==> src/rtl/sha256_pkg.sv <==
// Shared constants, FSM state type and bitwise helper functions for the
// single-block SHA-256 hasher.
package sha256_pkg;

    typedef enum logic [1:0] {IDLE, ROUND, FINAL} state_e;

    localparam logic [0:63][31:0] K = {
        32'h428a2f98, 32'h71374491, 32'hb5c0fbcf, 32'he9b5dba5,
        32'h3956c25b, 32'h59f111f1, 32'h923f82a4, 32'hab1c5ed5,
        32'hd807aa98, 32'h12835b01, 32'h243185be, 32'h550c7dc3,
        32'h72be5d74, 32'h80deb1fe, 32'h9bdc06a7, 32'hc19bf174,
        32'he49b69c1, 32'hefbe4786, 32'h0fc19dc6, 32'h240ca1cc,
        32'h2de92c6f, 32'h4a7484aa, 32'h5cb0a9dc, 32'h76f988da,
        32'h983e5152, 32'ha831c66d, 32'hb00327c8, 32'hbf597fc7,
        32'hc6e00bf3, 32'hd5a79147, 32'h06ca6351, 32'h14292967,
        32'h27b70a85, 32'h2e1b2138, 32'h4d2c6dfc, 32'h53380d13,
        32'h650a7354, 32'h766a0abb, 32'h81c2c92e, 32'h92722c85,
        32'ha2bfe8a1, 32'ha81a664b, 32'hc24b8b70, 32'hc76c51a3,
        32'hd192e819, 32'hd6990624, 32'hf40e3585, 32'h106aa070,
        32'h19a4c116, 32'h1e376c08, 32'h2748774c, 32'h34b0bcb5,
        32'h391c0cb3, 32'h4ed8aa4a, 32'h5b9cca4f, 32'h682e6ff3,
        32'h748f82ee, 32'h78a5636f, 32'h84c87814, 32'h8cc70208,
        32'h90befffa, 32'ha4506ceb, 32'hbef9a3f7, 32'hc67178f2
    };

    localparam logic [0:7][31:0] H_INIT = {
        32'h6a09e667, 32'hbb67ae85, 32'h3c6ef372, 32'ha54ff53a,
        32'h510e527f, 32'h9b05688c, 32'h1f83d9ab, 32'h5be0cd19
    };

    function automatic logic [31:0] rotr(input logic [31:0] x, input int unsigned n);
        return (x >> n) | (x << (32 - n));
    endfunction

    function automatic logic [31:0] big_sigma0(input logic [31:0] x);
        return rotr(x, 2) ^ rotr(x, 13) ^ rotr(x, 22);
    endfunction

    function automatic logic [31:0] big_sigma1(input logic [31:0] x);
        return rotr(x, 6) ^ rotr(x, 11) ^ rotr(x, 25);
    endfunction

    function automatic logic [31:0] small_sigma0(input logic [31:0] x);
        return rotr(x, 7) ^ rotr(x, 18) ^ (x >> 3);
    endfunction

    function automatic logic [31:0] small_sigma1(input logic [31:0] x);
        return rotr(x, 17) ^ rotr(x, 19) ^ (x >> 10);
    endfunction

    function automatic logic [31:0] ch(input logic [31:0] x, input logic [31:0] y,
                                       input logic [31:0] z);
        return (x & y) ^ (~x & z);
    endfunction

    function automatic logic [31:0] maj(input logic [31:0] x, input logic [31:0] y,
                                        input logic [31:0] z);
        return (x & y) ^ (x & z) ^ (y & z);
    endfunction

endpackage

==> src/rtl/sha256_pad.sv <==
// Combinational padder: {message, 1, zeros, 64-bit length} into one block.
module sha256_pad
    import sha256_pkg::*;
#(
    parameter int MSG_SIZE    = 96,
    parameter int PADDED_SIZE = 512
) (
    input  logic [MSG_SIZE-1:0]    message,
    output logic [PADDED_SIZE-1:0] block
);

    // Built by field writes so MSG_SIZE = 447 (no zero fill) needs no special case.
    always_comb begin
        block = '0;
        block[PADDED_SIZE-1 -: MSG_SIZE]  = message;
        block[PADDED_SIZE-1-MSG_SIZE]     = 1'b1;
        block[63:0]                       = 64'(MSG_SIZE);
    end

endmodule

==> src/rtl/sha256_top.sv <==
// Single-block SHA-256: pads the message, runs 64 rounds one per clock and
// holds the digest in a register that changes only in FINAL.
module sha256_top
    import sha256_pkg::*;
#(
    parameter int MSG_SIZE    = 96,
    parameter int PADDED_SIZE = 512
) (
    input  logic                clk,
    input  logic                reset,
    input  logic [MSG_SIZE-1:0] message,
    input  logic                en,
    output logic [255:0]        hashed
);

    generate
        if (PADDED_SIZE != 512) begin : g_bad_padded
            $error("sha256_top: PADDED_SIZE must be 512");
        end
        if (MSG_SIZE < 1 || MSG_SIZE > PADDED_SIZE - 65) begin : g_bad_msg
            $error("sha256_top: MSG_SIZE must be 1..PADDED_SIZE-65");
        end
    endgenerate

    logic [511:0]       block;
    state_e             state_q, state_d;
    logic [5:0]         t_q, t_d;
    logic [0:7][31:0]   work_q, work_d;   // a..h
    logic [0:15][31:0]  win_q, win_d;     // win_q[0] is W[t]
    logic [255:0]       hashed_q, hashed_d;
    logic [31:0]        t1, t2, w_new;

    sha256_pad #(.MSG_SIZE(MSG_SIZE), .PADDED_SIZE(512)) u_pad (
        .message (message),
        .block   (block)
    );

    always_comb begin
        state_d  = state_q;
        t_d      = t_q;
        work_d   = work_q;
        win_d    = win_q;
        hashed_d = hashed_q;

        t1 = work_q[7] + big_sigma1(work_q[4]) + ch(work_q[4], work_q[5], work_q[6])
           + K[t_q] + win_q[0];
        t2 = big_sigma0(work_q[0]) + maj(work_q[0], work_q[1], work_q[2]);
        // W[t+16] from the window: W[t+14], W[t+9], W[t+1], W[t]
        w_new = small_sigma1(win_q[14]) + win_q[9] + small_sigma0(win_q[1]) + win_q[0];

        case (state_q)
            IDLE: begin
                if (en) begin
                    win_d   = block;
                    work_d  = H_INIT;
                    t_d     = '0;
                    state_d = ROUND;
                end
            end
            ROUND: begin
                work_d = {t1 + t2, work_q[0], work_q[1], work_q[2],
                          work_q[3] + t1, work_q[4], work_q[5], work_q[6]};
                win_d  = {win_q[1:15], w_new};
                t_d    = t_q + 6'd1;
                if (t_q == 6'd63) state_d = FINAL;
            end
            FINAL: begin
                hashed_d = {H_INIT[0] + work_q[0], H_INIT[1] + work_q[1],
                            H_INIT[2] + work_q[2], H_INIT[3] + work_q[3],
                            H_INIT[4] + work_q[4], H_INIT[5] + work_q[5],
                            H_INIT[6] + work_q[6], H_INIT[7] + work_q[7]};
                state_d  = IDLE;
            end
            default: state_d = IDLE;
        endcase
    end

    always_ff @(posedge clk or negedge reset) begin
        if (!reset) begin
            state_q  <= IDLE;
            t_q      <= '0;
            work_q   <= '0;
            win_q    <= '0;
            hashed_q <= '0;
        end else begin
            state_q  <= state_d;
            t_q      <= t_d;
            work_q   <= work_d;
            win_q    <= win_d;
            hashed_q <= hashed_d;
        end
    end

    assign hashed = hashed_q;

endmodule

==> config.mk <==
export PLATFORM = sky130hd
export DESIGN_NAME = sha256_top
export DESIGN_NICKNAME = d
export VERILOG_FILES = /design/src/rtl/sha256_pkg.sv /design/src/rtl/sha256_pad.sv /design/src/rtl/sha256_top.sv
export SDC_FILE = /design/constraint.sdc
export NUM_CORES = 2
export LEC_CHECK = 0
export CORE_MARGIN = 2
export CORE_UTILIZATION = 60
export CTS_BUF_LIST = sky130_fd_sc_hd__clkbuf_2 sky130_fd_sc_hd__clkbuf_4 sky130_fd_sc_hd__clkbuf_8
export DETAILED_ROUTE_END_ITERATION = 16
export PLACE_DENSITY = 0.8
export SYNTH_ARGS = -nofsm -noshare
export SYNTH_HDL_FRONTEND = slang
export SYNTH_SLANG_ARGS = --single-unit
==> constraint.sdc <==
create_clock -name clk -period 10 [get_ports clk]
set_input_delay 1.5 -clock clk [delete_from_list [all_inputs] [get_ports clk]]
set_output_delay 1.5 -clock clk [all_outputs]
set_load 0.02 [all_outputs]
Word level (Yosys, flattened, before mapping)
Memories as Yosys holds them, arrays and structs flattened.
Index checks and enable logic that the tools add are counted.
{"block": "classes", "n_addsub": 19, "multipliers": 0, "div_mod_pow": 0, "n_lt_le_gt_ge": 1, "n_eq_ne": 5, "n_shift": 0, "mux": 11, "bitwise": 28, "reduce_logical": 4}
{"op": "case mux 512 bit (2 select lines)", "n": 1}
{"op": "2-to-1 mux 512 bit", "n": 1}
{"op": "case mux 256 bit (2 select lines)", "n": 1}
{"op": "adder 32 bit", "n": 10}
{"op": "XOR 32 bit", "n": 9}
{"op": "2-to-1 mux 256 bit", "n": 1}
{"op": "AND 32 bit", "n": 5}
{"op": "adder 31 x 32 -> 32 bit, first input constant", "n": 3}
{"op": "adder 32 bit, first input constant", "n": 3}
{"op": "2-to-1 mux 32 bit", "n": 2}
{"op": "adder 29 x 32 -> 32 bit, first input constant", "n": 1}
{"op": "adder 30 x 32 -> 32 bit, first input constant", "n": 1}
{"op": "inverter 32 bit", "n": 1}
{"op": "bitwise OR 10 x 32 -> 32 bit", "n": 1}
{"op": "bitwise OR 13 x 32 -> 32 bit", "n": 1}
{"op": "bitwise OR 14 x 32 -> 32 bit", "n": 1}
{"op": "bitwise OR 15 x 32 -> 32 bit", "n": 1}
{"op": "bitwise OR 19 x 32 -> 32 bit", "n": 1}
{"op": "bitwise OR 21 x 32 -> 32 bit", "n": 1}
{"op": "bitwise OR 25 x 32 -> 32 bit", "n": 1}
{"op": "bitwise OR 26 x 32 -> 32 bit", "n": 1}
{"op": "bitwise OR 30 x 32 -> 32 bit", "n": 1}
{"op": "bitwise OR 7 x 32 -> 32 bit", "n": 1}
{"op": "XOR 32 x 22 -> 32 bit", "n": 1}
{"op": "other kinds (15)", "n": 18}
{"block": "word_totals", "reg_bits": 1032, "latchBits": 0, "ramBits": 0, "rom_bits": 2048, "input_bits": 99, "output_inout_bits": 256, "wordCells": 96, "n_memories": 1}
{"name": "(no name shown)", "depth": 64, "width": 32, "read_ports": 1, "rd_ports_with_merged_regs": 0, "wr": 0, "line_no": "sha256_top.sv:46", "rtl": "+ K[t_q] + win_q[0];"}

Logic depth before layout (Yosys ltp)
{"block": "logic_depth", "word_depth": 9, "depth_mapped": 35, "depth_no_buf": 34}

By module
From an unflattened synthesis, not the netlist that was laid out.
{"block": "hier_totals", "hier_cells": 7771, "area_unflattened_um2": 65980.8}
{"mod": "sha256_top", "n_inst": 1, "cells_each": 7257, "area_per_inst_um2": 62129.6, "seq_area_each_um2": 25824.8}
{"mod": "sha256_pad", "n_inst": 1, "cells_each": 514, "area_per_inst_um2": 3851.2, "seq_area_each_um2": 0.0}

Least setup slack after synthesis
OpenSTA, ideal clock, no wires.
{"block": "synth_timing", "path_type": "reg-to-reg", "from": "register t_q[0]", "to": "register work_q[255] (netlist name)", "setup_ns": 0.134, "t_arrival_ns": 7.618, "t_required_ns": 9.866, "slack_ns": 2.248, "stages_incl_launch_ff": 35, "n_path_buf": 2, "period_less_slack_ns": 7.752, "cell_sequence": "dfrtp_1 -> clkbuf_1 -> inv_1 -> ha_1 -> clkbuf_1 -> nand2_1 -> nand2_1 -> o31ai_1 -> mux4_2 -> fa_1 -> inv_1 -> ha_1 -> a21o_1 -> a21o_1 -> a2111oi_4 -> nand2b_1 -> o21bai_1 -> a21oi_1 -> o21bai_1 -> a21oi_1 -> xnor2_1 -> inv_1 -> fa_1 -> inv_1 -> ha_1 -> a21oi_1 -> o22ai_1 -> o21a_1 -> o221a_2 -> a211o_1 -> a211o_1 -> a311oi_1 -> xnor2_1 -> xnor2_1 -> o21ai_0"}
{"block": "synth_via", "elab_chain_cells": 8}
{"element": "start: declaration", "line_no": "sha256_top.sv:27", "rtl": "logic [5:0] t_q, t_d;"}
{"element": "start signal: assignment", "line_no": "sha256_top.sv:87", "rtl": "t_q <= t_d;"}
{"element": "inverter 6 -> 7 bit (implied by the code)", "line_no": "sha256_top.sv:46"}
{"element": "memory read (64 x 32 bit)"}
{"element": "2-to-1 mux 32 bit (implied by the code) (2 in a row)", "line_no": "sha256_top.sv:46"}
{"element": "adder 32 bit (2 in a row)", "line_no": "sha256_top.sv:46"}
{"element": "adder 32 bit", "line_no": "sha256_top.sv:61", "rtl": "work_d = {t1 + t2, work_q[0], work_q[1], work_q[2],"}
{"element": "case mux 256 bit (2 select lines)", "line_no": "sha256_top.sv:51", "rtl": "case (state_q)"}
{"element": "end signal: assignment", "line_no": "sha256_top.sv:88", "rtl": "work_q <= work_d;"}
{"element": "end: declaration", "line_no": "sha256_top.sv:28", "rtl": "logic [0:7][31:0] work_q, work_d;"}
No other way between the ends. The select of a mux whose other input is x is not followed.
A chain may end at the register's enable or synchronous reset.

Final worst setup path
Ends and elaborated chain as after synthesis.

==> flow_metrics.tcl <==
set metrics [dict create \
    vias 47100 \
    syn_area_per_cell_um2 9.83 \
    synth_most_common_cell "dfrtp_1" \
    cts_resized 0 \
    finalSetupTns_ps 0 \
    grt_max_degree 244 \
    clkSinkCount 1032 \
    hold_class "flop to flop" \
    cts_root_buf "clkbuf_8" \
    portBuffers 354 \
    dieWidth_um 317 \
    synthCells 5971 \
    cts_hold_buf 0 \
    report.final.hold_viol_count 0 \
    period_minus_slack_ps 8410 \
    cts_tree "built" \
    viasPerCell 6.29 \
    critPathBufInv 5 \
    grt_pass1_vias 46000 \
    grt_use_total 0.382 \
    rows 114 \
    holdCritStartpoint "win_q[167]$_DFFE_PN0P_" \
    ioPinCount 355 \
    path_class "flop to flop" \
    critPathSlowestCell "fa_1" \
    wl_per_cell_um 25.6 \
    cts_buffer_depth 3 \
    globalplace.congestion 1.01 \
    rsz0062_at_grt "no" \
    synth_ff_type "dfrtp_1" \
    first_iter_violations 5355 \
    layout.cell_area.non_filler_um2 66400 \
    synth_top_area_frac 0.440 \
    die_area_um2 100000 \
    crit_fanout 11 \
    synth_area_leader_cell "dfrtp_1" \
    status "finished, final reports clean" \
    cp-startpoint "t_q[0]$_DFFE_PN0P_" \
    clk_latency_ps 900 \
    reg2reg_to "work_q[255]$_DFFE_PN0P_" \
    synth_common_cells "1032 x dfrtp_1, 611 x o21ai_0, 608 x nand2_1" \
    synth_cell_types 95 \
    wl_met1_mm 74.1 \
    whs_path_depth 2 \
    htree_levels 4 \
    maxCapViolCount 0 \
    overflow 0 \
    final_layout_size_suffix_gt1_frac 0.0719 \
    synth_nets 6414 \
    fill_cells 7472 \
    max_freq_mhz 119 \
    path_clk_slew_ps 70 \
    netlist_top_cells_area "dfrtp_1 44%, fa_1 6.4%, a22o_1 5.9%, o21ai_0 5.2%, xnor2_1 4.8%" \
    grt_pass1_wl_mm 286 \
    end_kind "flop" \
    yosysSeqAreaShare 0.440 \
    skew_ps 50.0 \
    area_growth_pct 13.2 \
    finalMaxSlewViolations 0 \
    antenna_found_initial 3 \
    synth_edf_count 0 \
    route.detailed.drc 0 \
    ys_ff_latch 1032 \
    timing.final.crit_share 0.841 \
    cp_common_cell "inv_1" \
    relSlewSlack 0.154 \
    final_nets 6517 \
    cts_setup_buffers 0 \
    critPathLaunchType "flop" \
    r2r_slack_ps 1590 \
    numCtsBuffers 168 \
    ant_nets 0 \
    coreArea_um2 96900 \
    critical_path.max_stage_delay_ps 600 \
    crit_required_ps 10720 \
    setup_viol_count_final 0 \
    dpl.hpwl_mm 139 \
    cpLargestDelayFamily "compound AO/OA/AOI/OAI gates" \
    first_pass_iters 6 \
    rr_worst_depth 33 \
    yosysWarnings 0 \
    wl_met2_mm 89.1 \
    wl_met3_mm 15.9 \
    wirelength_mm 191 \
    syn-cell-area_um2 58700 \
    r2r_start "t_q[0]$_DFFE_PN0P_" \
    holdPathEnd "win_q[199]$_DFFE_PN0P_" \
    arrival_ps 9130 \
    async_flop_share 1.00 \
    place_area_um2 62600 \
    die_y_um 317 \
    initial_core_util 0.606 \
    highest_layer "met5" \
    worstMarginPinSlew_ps 1250 \
]
==> worst min-delay path, cell delays in order, from the launching register on <==
cell and delay (ps):
dfrtp_1 340, nand2_1 60, o21ai_0 60
==> worst max path at each step <==
stage,depth (start not counted),slack [ps],to
2_1_floorplan,34,2250,work_q[255]$_DFFE_PN0P_
3_5_place_dp,33,1680,work_q[255]$_DFFE_PN0P_
3_3_place_gp,33,1760,work_q[255]$_DFFE_PN0P_
4_1_cts,33,1650,work_q[253]$_DFFE_PN0P_
6_report,33,1590,work_q[255]$_DFFE_PN0P_
5_1_grt,33,1080,work_q[255]$_DFFE_PN0P_
==> registers in the layout (all words and copies together), names as in the netlist <==
register / count
win_q: 512
hashed: 256
work_q: 256
t_q: 6
state_q: 2
==> placed cells by master (no fill, tap or decap), types with 42 or more instances in the layout <==
cell	count
nor3_1	53
clkbuf_8	218
xnor2_1	324
o22a_1	79
xor2_1	243
ha_1	155
a21o_1	111
fa_1	189
nand3_1	42
nor2_1	230
nor2b_1	91
o21ai_0	611
a22o_1	392
clkdlybuf4s50_1	352
nand2_1	608
a21oi_1	295
a22oi_1	101
inv_1	411
dfrtp_1	1028
buf_4	43
==> routing by layer <==
metal,vias up,GRT usage
met5,-,0
met4,4,0.225
met3,575,0.0753
met2,2312,0.601
met1,23400,0.495
li1,20800,-
==> cell type report <==
cell class / instances / area, um^2 / share of cell area
Timing Repair Buffer: 408 / 4090 / 0.0615
Tap cell: 1276 / 1600 / 0.0240
Clock buffer: 259 / 3310 / 0.0498
Inverter: 415 / 1560 / 0.0235
Antenna cell: 2 / 5.00 / 0.0000754
Clock inverter: 44 / 463 / 0.00697
Multi-Input combinational cell: 4049 / 29600 / 0.445
Sequential cell: 1032 / 25800 / 0.389
==> per-stage QoR <==
step	instances	hold WS (ps)	setup slack, ps	util
final	7485	470	1590	0.686
after global routing	7485	489	1080	0.686
after CTS	7483	468	1650	0.686
after detailed placement	7180	463	1680	0.647
after global placement	7180	460	1760	0.647
after floorplan	5971	449	2250	-
==> cell families (layout without fill, tap and decap cells) <==
family	after synthesis	after routing	share of synthesized area
buffers and inverters	890	1126	0.0571
multiplexers	51	51	0.0116
AO/OA/AOI/OAI	1915	1915	0.220
XOR/XNOR	569	569	0.0853
adder cells (fa/ha/maj)	346	346	0.0979
flip-flops	1032	1032	0.440
other	0	2	0
AND/OR/NAND/NOR	1168	1168	0.0883
Power is not shown: default switching activity piles up to over one toggle a cycle in this logic, so the estimate is an artifact.
